### src/rtl/bldc_pkg.sv
// bldc_pkg: hall table, sector type, gate bit positions and expected-drive lookup
package bldc_pkg;
  typedef logic [2:0] sector_t;
  localparam int AH = 5;
  localparam int AL = 4;
  localparam int BH = 3;
  localparam int BL = 2;
  localparam int CH = 1;
  localparam int CL = 0;
  localparam logic [2:0] HALL_TABLE [6] = '{3'b101, 3'b100, 3'b110, 3'b010, 3'b011, 3'b001};
  localparam logic [5:0] FWD_DRIVE [6] = '{6'b100100, 6'b100001, 6'b001001, 6'b011000, 6'b010010, 6'b000110};
  // reverse rotation uses the forward pattern with each phase's high/low legs swapped
  function automatic logic [5:0] expected_drive(sector_t s, logic dir);
    logic [5:0] f;
    f = FWD_DRIVE[s];
    return dir ? {f[AL], f[AH], f[BL], f[BH], f[CL], f[CH]} : f;
  endfunction
endpackage

### src/rtl/bldc_step_timer.sv
// bldc_step_timer: per-sector cycle counter that holds unless run, wraps at terminal count
module bldc_step_timer #(
  parameter int PERIOD_W = 16
) (
  input  logic                clk,
  input  logic                rst,
  input  logic                run,
  input  logic [PERIOD_W-1:0] period,
  output logic                tc
);
  logic [PERIOD_W-1:0] count;
  logic [PERIOD_W-1:0] last;
  // a zero period behaves as one; >= lets a lowered period fire on the next run cycle
  assign last = period == '0 ? '0 : period - PERIOD_W'(1);
  assign tc = count >= last;
  always_ff @(posedge clk)
    if (rst) count <= '0;
    else if (run) count <= tc ? '0 : count + PERIOD_W'(1);
endmodule

### src/rtl/bldc_hall_emulator.sv
// bldc_hall_emulator: rotor/hall model that advances only under correct commutation drive
module bldc_hall_emulator
  import bldc_pkg::*;
#(
  parameter int PERIOD_W = 16,
  parameter int REV_W    = 8
) (
  input  logic                clk,
  input  logic                rst,
  input  logic                en,
  input  logic                dir,
  input  logic [PERIOD_W-1:0] step_period,
  input  logic [5:0]          gate,
  input  logic                fault_clr,
  output logic [2:0]          hall,
  output logic [2:0]          sector,
  output logic                step_pulse,
  output logic [REV_W-1:0]    rev_count,
  output logic                shoot_fault,
  output logic                comm_err
);
  logic shoot, match, bad, tc, adv, wrap;
  sector_t nxt;
  always_comb begin
    shoot = (gate[AH] & gate[AL]) | (gate[BH] & gate[BL]) | (gate[CH] & gate[CL]);
    match = !shoot && gate == expected_drive(sector, dir);
    bad = !shoot && gate != '0 && !match;
    adv = en && match && tc;
    wrap = dir ? sector == 3'd0 : sector == 3'd5;
    nxt = dir ? (sector == 3'd0 ? 3'd5 : sector - 3'd1) : (sector == 3'd5 ? 3'd0 : sector + 3'd1);
  end
  bldc_step_timer #(.PERIOD_W(PERIOD_W)) u_timer (
    .clk(clk),
    .rst(rst),
    .run(en && match),
    .period(step_period),
    .tc(tc)
  );
  always_ff @(posedge clk)
    if (rst) begin
      sector <= 3'd0;
      hall <= HALL_TABLE[0];
      step_pulse <= 1'b0;
      rev_count <= '0;
      shoot_fault <= 1'b0;
      comm_err <= 1'b0;
    end else if (en) begin
      step_pulse <= adv;
      if (adv) begin
        sector <= nxt;
        hall <= HALL_TABLE[nxt];
        if (wrap) rev_count <= rev_count + REV_W'(1);
      end
      shoot_fault <= shoot | (shoot_fault & ~fault_clr);
      comm_err <= bad | (comm_err & ~fault_clr);
    end else step_pulse <= 1'b0;
endmodule

### config.mk
export PLATFORM = sky130hd
export DESIGN_NAME = bldc_hall_emulator
export DESIGN_NICKNAME = d
export VERILOG_FILES = /design/src/rtl/bldc_pkg.sv /design/src/rtl/bldc_step_timer.sv /design/src/rtl/bldc_hall_emulator.sv
export SDC_FILE = /design/constraint.sdc
export NUM_CORES = 1
export LEC_CHECK = 0
export BUFFER_PORTS_ARGS = -buffer_cell sky130_fd_sc_hd__buf_2
export CAP_MARGIN = 20
export CORE_MARGIN = 5
export CORE_UTILIZATION = 52
export DETAILED_ROUTE_END_ITERATION = 8
export HOLD_SLACK_MARGIN = 0.15
export PLACE_DENSITY_LB_ADDON = 0.12
export SKIP_LAST_GASP = 1
export SLEW_MARGIN = 10
export SYNTH_ARGS = -nofsm -noshare
export SYNTH_HDL_FRONTEND = slang
export SYNTH_SLANG_ARGS = --single-unit
### constraint.sdc
create_clock -name clk -period 4 [get_ports clk]
set_input_delay 0.4 -clock clk [delete_from_list [all_inputs] [get_ports clk]]
set_output_delay 0.4 -clock clk [all_outputs]
set_load 0.1 [all_outputs]
======== Word level (Yosys, flattened, before mapping) ========
Memories as Yosys holds them, arrays and structs flattened. A register that Yosys moved wholly into a read port is not among the register bits.
Cells that the tools add are included.
storage, ports and cells
  memories ................................ 2
  output and inout bits ................... 17
  input bits .............................. 27
  register bits ........................... 30
  word-level logic and storage cells ...... 52
  ROM bits ................................ 72
memories
  name              depth  bits a word  rd ports  clocked after memory_dff  write ports  line                      RTL
  (name not given)  8      6            1         0                         0            bldc_pkg.sv:15            f = FWD_DRIVE[s];
  (name not given)  8      3            1         1                         0            bldc_hall_emulator.sv:51  hall <= HALL_TABLE[nxt];
cells by class
  reduce and logical (&&, ||, !) cells .... 13
  add/sub/neg operators ................... 5
  equal/unequal tests ..................... 2
  bitwise gates (word level) .............. 13
  magnitude comparators ................... 2
  multiplexer cells ....................... 9
operators with widths
  operator                                                              number
  16-bit 2-to-1 mux                                                     2
  6-bit 2-to-1 mux                                                      3
  16-bit by 1-bit adder with 16-bit output, second input constant       1
  16-bit greater-or-equal comparator                                    1
  16-bit logical NOT                                                    1
  16-bit by 1-bit subtractor with 16-bit output, second input constant  1
  3-bit 2-to-1 mux                                                      3
  8-bit by 1-bit adder with 8-bit output, second input constant         1
  3-bit inverter with 4-bit output                                      2
  6-bit == test                                                         1
  6-bit nonzero test                                                    1
  1-bit bitwise AND                                                     5
  1-bit logical AND                                                     5
  4-bit greater-or-equal comparator, second input constant              1
  1-bit OR                                                              4
  3-bit by 1-bit adder with 3-bit output, second input constant         1
  3-bit == test, second input constant                                  1
  3-bit logical NOT                                                     1
  3-bit AND reduction                                                   1
  3-bit by 1-bit subtractor with 3-bit output, second input constant    1
  1-bit logical NOT                                                     2
  1-bit inverter                                                        2
  2-bit AND reduction                                                   1
  2-bit OR reduction                                                    1
  1-bit 2-to-1 mux                                                      1

======== Logic depth before layout (Yosys ltp) ========
  depth in word-level cells ............... 10
  gate-level depth with buffers ........... 16
  gate-level depth less buffers ........... 14

======== Modules after synthesis ========
A second synthesis with hierarchy kept.
second synthesis, totals
  cell total of the unflattened synthesis .. 352
  area total of the unflattened synthesis .. 2,835.2 um^2
modules (own cells, without submodules)
  module              seq. area each (um^2)  cells each  area each (um^2)  times used
  bldc_step_timer     320.3                  184         1,485.2           1
  bldc_hall_emulator  340.3                  168         1,350.0           1

======== Worst setup path after synthesis ========
Ideal clock, no wire load.
  path type ............................... register -> register
  start point ............................. register sector[0]
  end point ............................... register rev_count[7]
  arrival time ............................ 3.795 ns
  cell stages (with the launch flop) ...... 11
  required time ........................... 3.879 ns
  library setup time ...................... 0.121 ns
  path slack .............................. 0.085 ns
  buffers on the path ..................... 1
  clock period less this slack ............ 3.915 ns
  cells stage by stage .................... dfxtp_1 clkbuf_1 inv_1 ha_1 and3b_1 or3_4 a2111oi_4 nand4_4 a2111oi_0 and3_1 mux2_2
on the way
  word-level cells in the longest chain between the ends .. 10
ends and longest elaborated chain
  element                                                 line                      RTL
  from (decl)                                             bldc_hall_emulator.sv:16  output logic [2:0] sector,
  from (signal assigned)                                  bldc_hall_emulator.sv:50  sector <= nxt;
  3-bit inverter with 4-bit output (implied by the code)  bldc_pkg.sv:15
  memory read 8 x 6 bit                                   n/a
  6-bit 2-to-1 mux (implied by the code) (2 in a row)     bldc_pkg.sv:15
  6-bit 2-to-1 mux                                        bldc_pkg.sv:16            return dir ? {f[AL], f[AH], f[BL], f[BH], f[CL], f[CH]} : f;
  6-bit == test                                           bldc_hall_emulator.sv:26  match = !shoot && gate == expected_drive(sector, dir);
  1-bit logical AND                                       bldc_hall_emulator.sv:26
  1-bit logical AND (2 in a row)                          bldc_hall_emulator.sv:28  adv = en && match && tc;
  3-bit AND reduction (no source line) (*)                n/a
  to (signal assigned)                                    bldc_hall_emulator.sv:52  if (wrap) rev_count <= rev_count + REV_W'(1);
  to (decl)                                               bldc_hall_emulator.sv:18  output logic [REV_W-1:0] rev_count,
Every way passes the cells marked *; elsewhere a longest branch is shown, timed or not. The select of a mux whose other input is x is not followed.
A chain may end at the register's enable or synchronous reset.

======== Worst setup path in the final report ========
  start point ............................. input step_period[9]
  end point ............................... register rev_count[7]
on the way
  word-level cells in the longest chain between the ends .. 5
ends and longest elaborated chain
  element                                                                                     line                      RTL
  from (decl)                                                                                 bldc_hall_emulator.sv:12  input logic [PERIOD_W-1:0] step_period,
  16-bit by 1-bit subtractor with 16-bit output / 16-bit logical NOT (equally long branches)  bldc_step_timer.sv:14     assign last = period == '0 ? '0 : period - PERIOD_W'(1);
  16-bit 2-to-1 mux (*)                                                                       bldc_step_timer.sv:14
  16-bit greater-or-equal comparator (*)                                                      bldc_step_timer.sv:15     assign tc = count >= last;
  1-bit logical AND (*)                                                                       bldc_hall_emulator.sv:28
  3-bit AND reduction (no source line) (*)                                                    n/a
Every way passes the cells marked *; elsewhere a longest branch is shown, timed or not.

==> reports/results.txt <==
Floorplan Core Area: 0.00507 mm²
Cell Count Post-Placement: 449
Commonest non-fill, non-tap cell in the layout: nor2_1
CTS sink count: 33
CP Class: in2reg
Worst Reg-to-Reg Cells: 10
Mean Syn Cell Area: 8.11 µm²
Max Cap Violations: 0
Number of synthesized flops with an enable pin: 0
TritonCTS buffer count: 5
Initial Util: 53.0%
Commonest non-fill, non-tap cells in the layout: 49 x nor2_1, 43 x buf_2, 35 x nand2_1
Final Instance Count excl. Fillers: 457
Row count: 26
Initial antenna violation count: 0
IO Count: 44
Synth Register Bits: 33
Routed wire per std cell: 13.1 µm
Fraction of synthesized cell area in xor and xnor cells: 10.4%
Area Growth Syn to Fin: 18.7%
H-tree depth: 2
Primary FF master, synth: dfxtp_1
Hold depth: 3
Max Freq: 261 MHz
Global-route wire length before repair: 10100 µm
Worst setup startpoint: step_period[9]
Tcrit/Tclk final: 95.7%
Hold-fix buffers, CTS: 0
Final Hold Viols: 0
Ys Warns: 0
Vias per inst: 5.45
Post-Synth Adder-Cell Area: 11.2%
Post-CTS Setup Inserts: 0
Hold path endpoint: shoot_fault
Post_cts resized: 0
DR DRC count: 0
CTS clk-pin slew, worst paths: 0.07 ns
GRT Total Usage: 18.9%
Post-Syn Area: 0.00269 mm²
Outcome: completed
Clock Tree Buf Depth: 2
Tmin final: 3.83 ns
Worst Hold Class: in2reg
Slew @ Worst Pin: 0.692 ns
HP Start: en
CTS tree: yes
Worst-Skew Late Latency: 0.29 ns
Routed WL: 6010 µm
Clock share of power: 43.1%
Logic gate share of total power: 14.0%
GPL Wtd Cong: 0.862
Fill cells: 492
Antenna cell count: 0
Compound-Gate Fraction of Synth Area: 17.0%
Multiplexer share of the synthesized area: 4.46%
Post-Syn Instances: 332
Post-Synth Simple-Gate Area: 28.5%
# nets final: 437
Slew Limit Fails: 0
WP data arrival: 4.01 ns
RSZ-0062 raised after global routing: no
Reg power frac: 42.8%
Switch Pwr: 196 µW
GRT overflow: 0
Vias in the first global route: 2315
Post-synthesis sequential area ratio: 24.5%
Largest net degree at the start of global routing: 24
Die ar.: 0.00671 mm²
Pre-CTS setup slack: -0.143 ns
Die Y: 81.9 µm
Hpwl dp: 4680 µm
Switching power share of the total: 25.4%
Critical Path RT: 4.18 ns
Critical path startpoint category: primary input
Crit Reg-Reg Endpoint: rev_count[4]
Leakage Power: 0.00138 µW
Count of cell types in the netlist: 56
Endpoints failing setup: 0
Worst setup margin: 0.173 ns
Crit Path Max Fanout: 7
Worst IR Drop VDD: 0.201 mV
Synth async-reset ratio: 0%
Worst R2R Setup Slack: 0.74 ns
Worst reg2reg startpoint: sector[1]
TritonRoute pass-1 iters: 4
Max-Slew Margin vs Limit: 53.9%
PwrDens: 242 mW/mm²
Final Util: 62.9%
Detail Route Antenna Nets: 0
Syn_nets: 383
Layout cells sized above 1: 21.4%
Internal: 576 µW
CP endpoint kind: flop
Via count: 2492
Starting DRC count in detailed routing: 126
CTS root buffer: clkbuf_8
Largest family of logic cells by synthesized area: simple AND/OR/NAND/NOR gates
Port bufs: 43
Final setup skew: 0.00398 ns
DIE WIDTH: 81.9 µm
synth_stat cells (4+ instances only):
cell	instances	share of area, %
nor2_1	49	6.8
nand2_1	35	4.9
dfxtp_1	33	25
ha_1	24	11
xnor2_1	22	7.2
a21oi_1	15	2.8
inv_1	12	1.7
nor3_1	11	2.0
xor2_1	10	3.3
nor2b_1	9	2.1
a21o_1	7	2.0
nand2b_1	7	1.6
nand3_1	7	1.3
mux2i_1	6	2.2
nand4_1	6	1.4
nor4_1	6	1.4
buf_2	5	0.93
clkbuf_1	5	0.70
mux2_2	4	1.7
nand3b_1	4	1.1
or4_1	4	1.1
per-layer routing:
metal  vias to the layer above  part of all wire [%]  GRT usage, %
li1                       1296                     -             -
met1                      1138                    51          26.4
met2                        46                    43          29.0
met3                        12                   4.0          4.17
met4                         0                   1.6          5.32
met5                         -                     0             0
state kept, by name, indices dropped and copies added (netlist names):
name / flops
rev_count: 8
comm_err: 1
sector: 3
step_pulse: 1
hall: 3
u_timer.count: 16
shoot_fault: 1
cells by family (layout without fill, tap and decap cells):
| logic type | Yosys count | count (layout) |
|---|---|---|
| mux | 11 | 11 |
| flops | 33 | 33 |
| buf+inv | 24 | 79 |
| xor+xnor | 32 | 32 |
| compound gates | 56 | 56 |
| simple gates | 152 | 152 |
| fa+ha+maj | 24 | 24 |
worst max path at each step:
stage | cells after the start | to | slack, ns
4_1_cts | 16 | rev_count[7] | 0.16
5_1_grt | 16 | rev_count[7] | 0.01
6_report | 16 | rev_count[7] | 0.17
2_1_floorplan | 10 | rev_count[7] | 0.08
3_3_place_gp | 14 | rev_count[7] | -0.03
3_5_place_dp | 16 | rev_count[7] | -0.14
final cells by class:
| type | instances | area (µm²) | area share (%) |
|---|---|---|---|
| Multi-Input combinational cell | 275 | 1930 | 60.5 |
| Sequential cell | 33 | 661 | 20.7 |
| Timing Repair Buffer | 59 | 348 | 10.9 |
| Tap cell | 70 | 87.6 | 2.74 |
| Clock buffer | 6 | 82.6 | 2.59 |
| Inverter | 12 | 45.0 | 1.41 |
| Clock inverter | 2 | 37.5 | 1.18 |
power groups by stage:
stage	sequential, µW	combinational (µW)	clock, µW
final	331	108	333
after global routing	331	120	362
after CTS	331	109	340
after detailed placement	338	108	0
after global placement	338	106	0
after floorplan	349	59.4	0
stage by stage:
step	setup TNS [ns]	hold slack [ns]	total power, µW	cell area, µm²
finish	0	0.433	772	3190
global route	0	0.484	812	3190
CTS	0	0.424	779	3190
detailed placement	-0.163	0.449	446	3070
global placement	-0.0269	0.444	444	3070
floorplan	0	0.491	408	2690
critical path: stages:
cell	delay, ns
buf_2	0.11
or4_1	0.53
or3_1	0.38
nor4_1	0.19
buf_4	0.16
nand2_1	0.16
buf_4	0.20
nand2_1	0.07
ha_1	0.23
o21a_1	0.19
o21a_1	0.17
o2111ai_1	0.46
a2111oi_2	0.15
buf_4	0.17
and3_1	0.17
mux2_2	0.26
(Power assumes the default switching activity.)
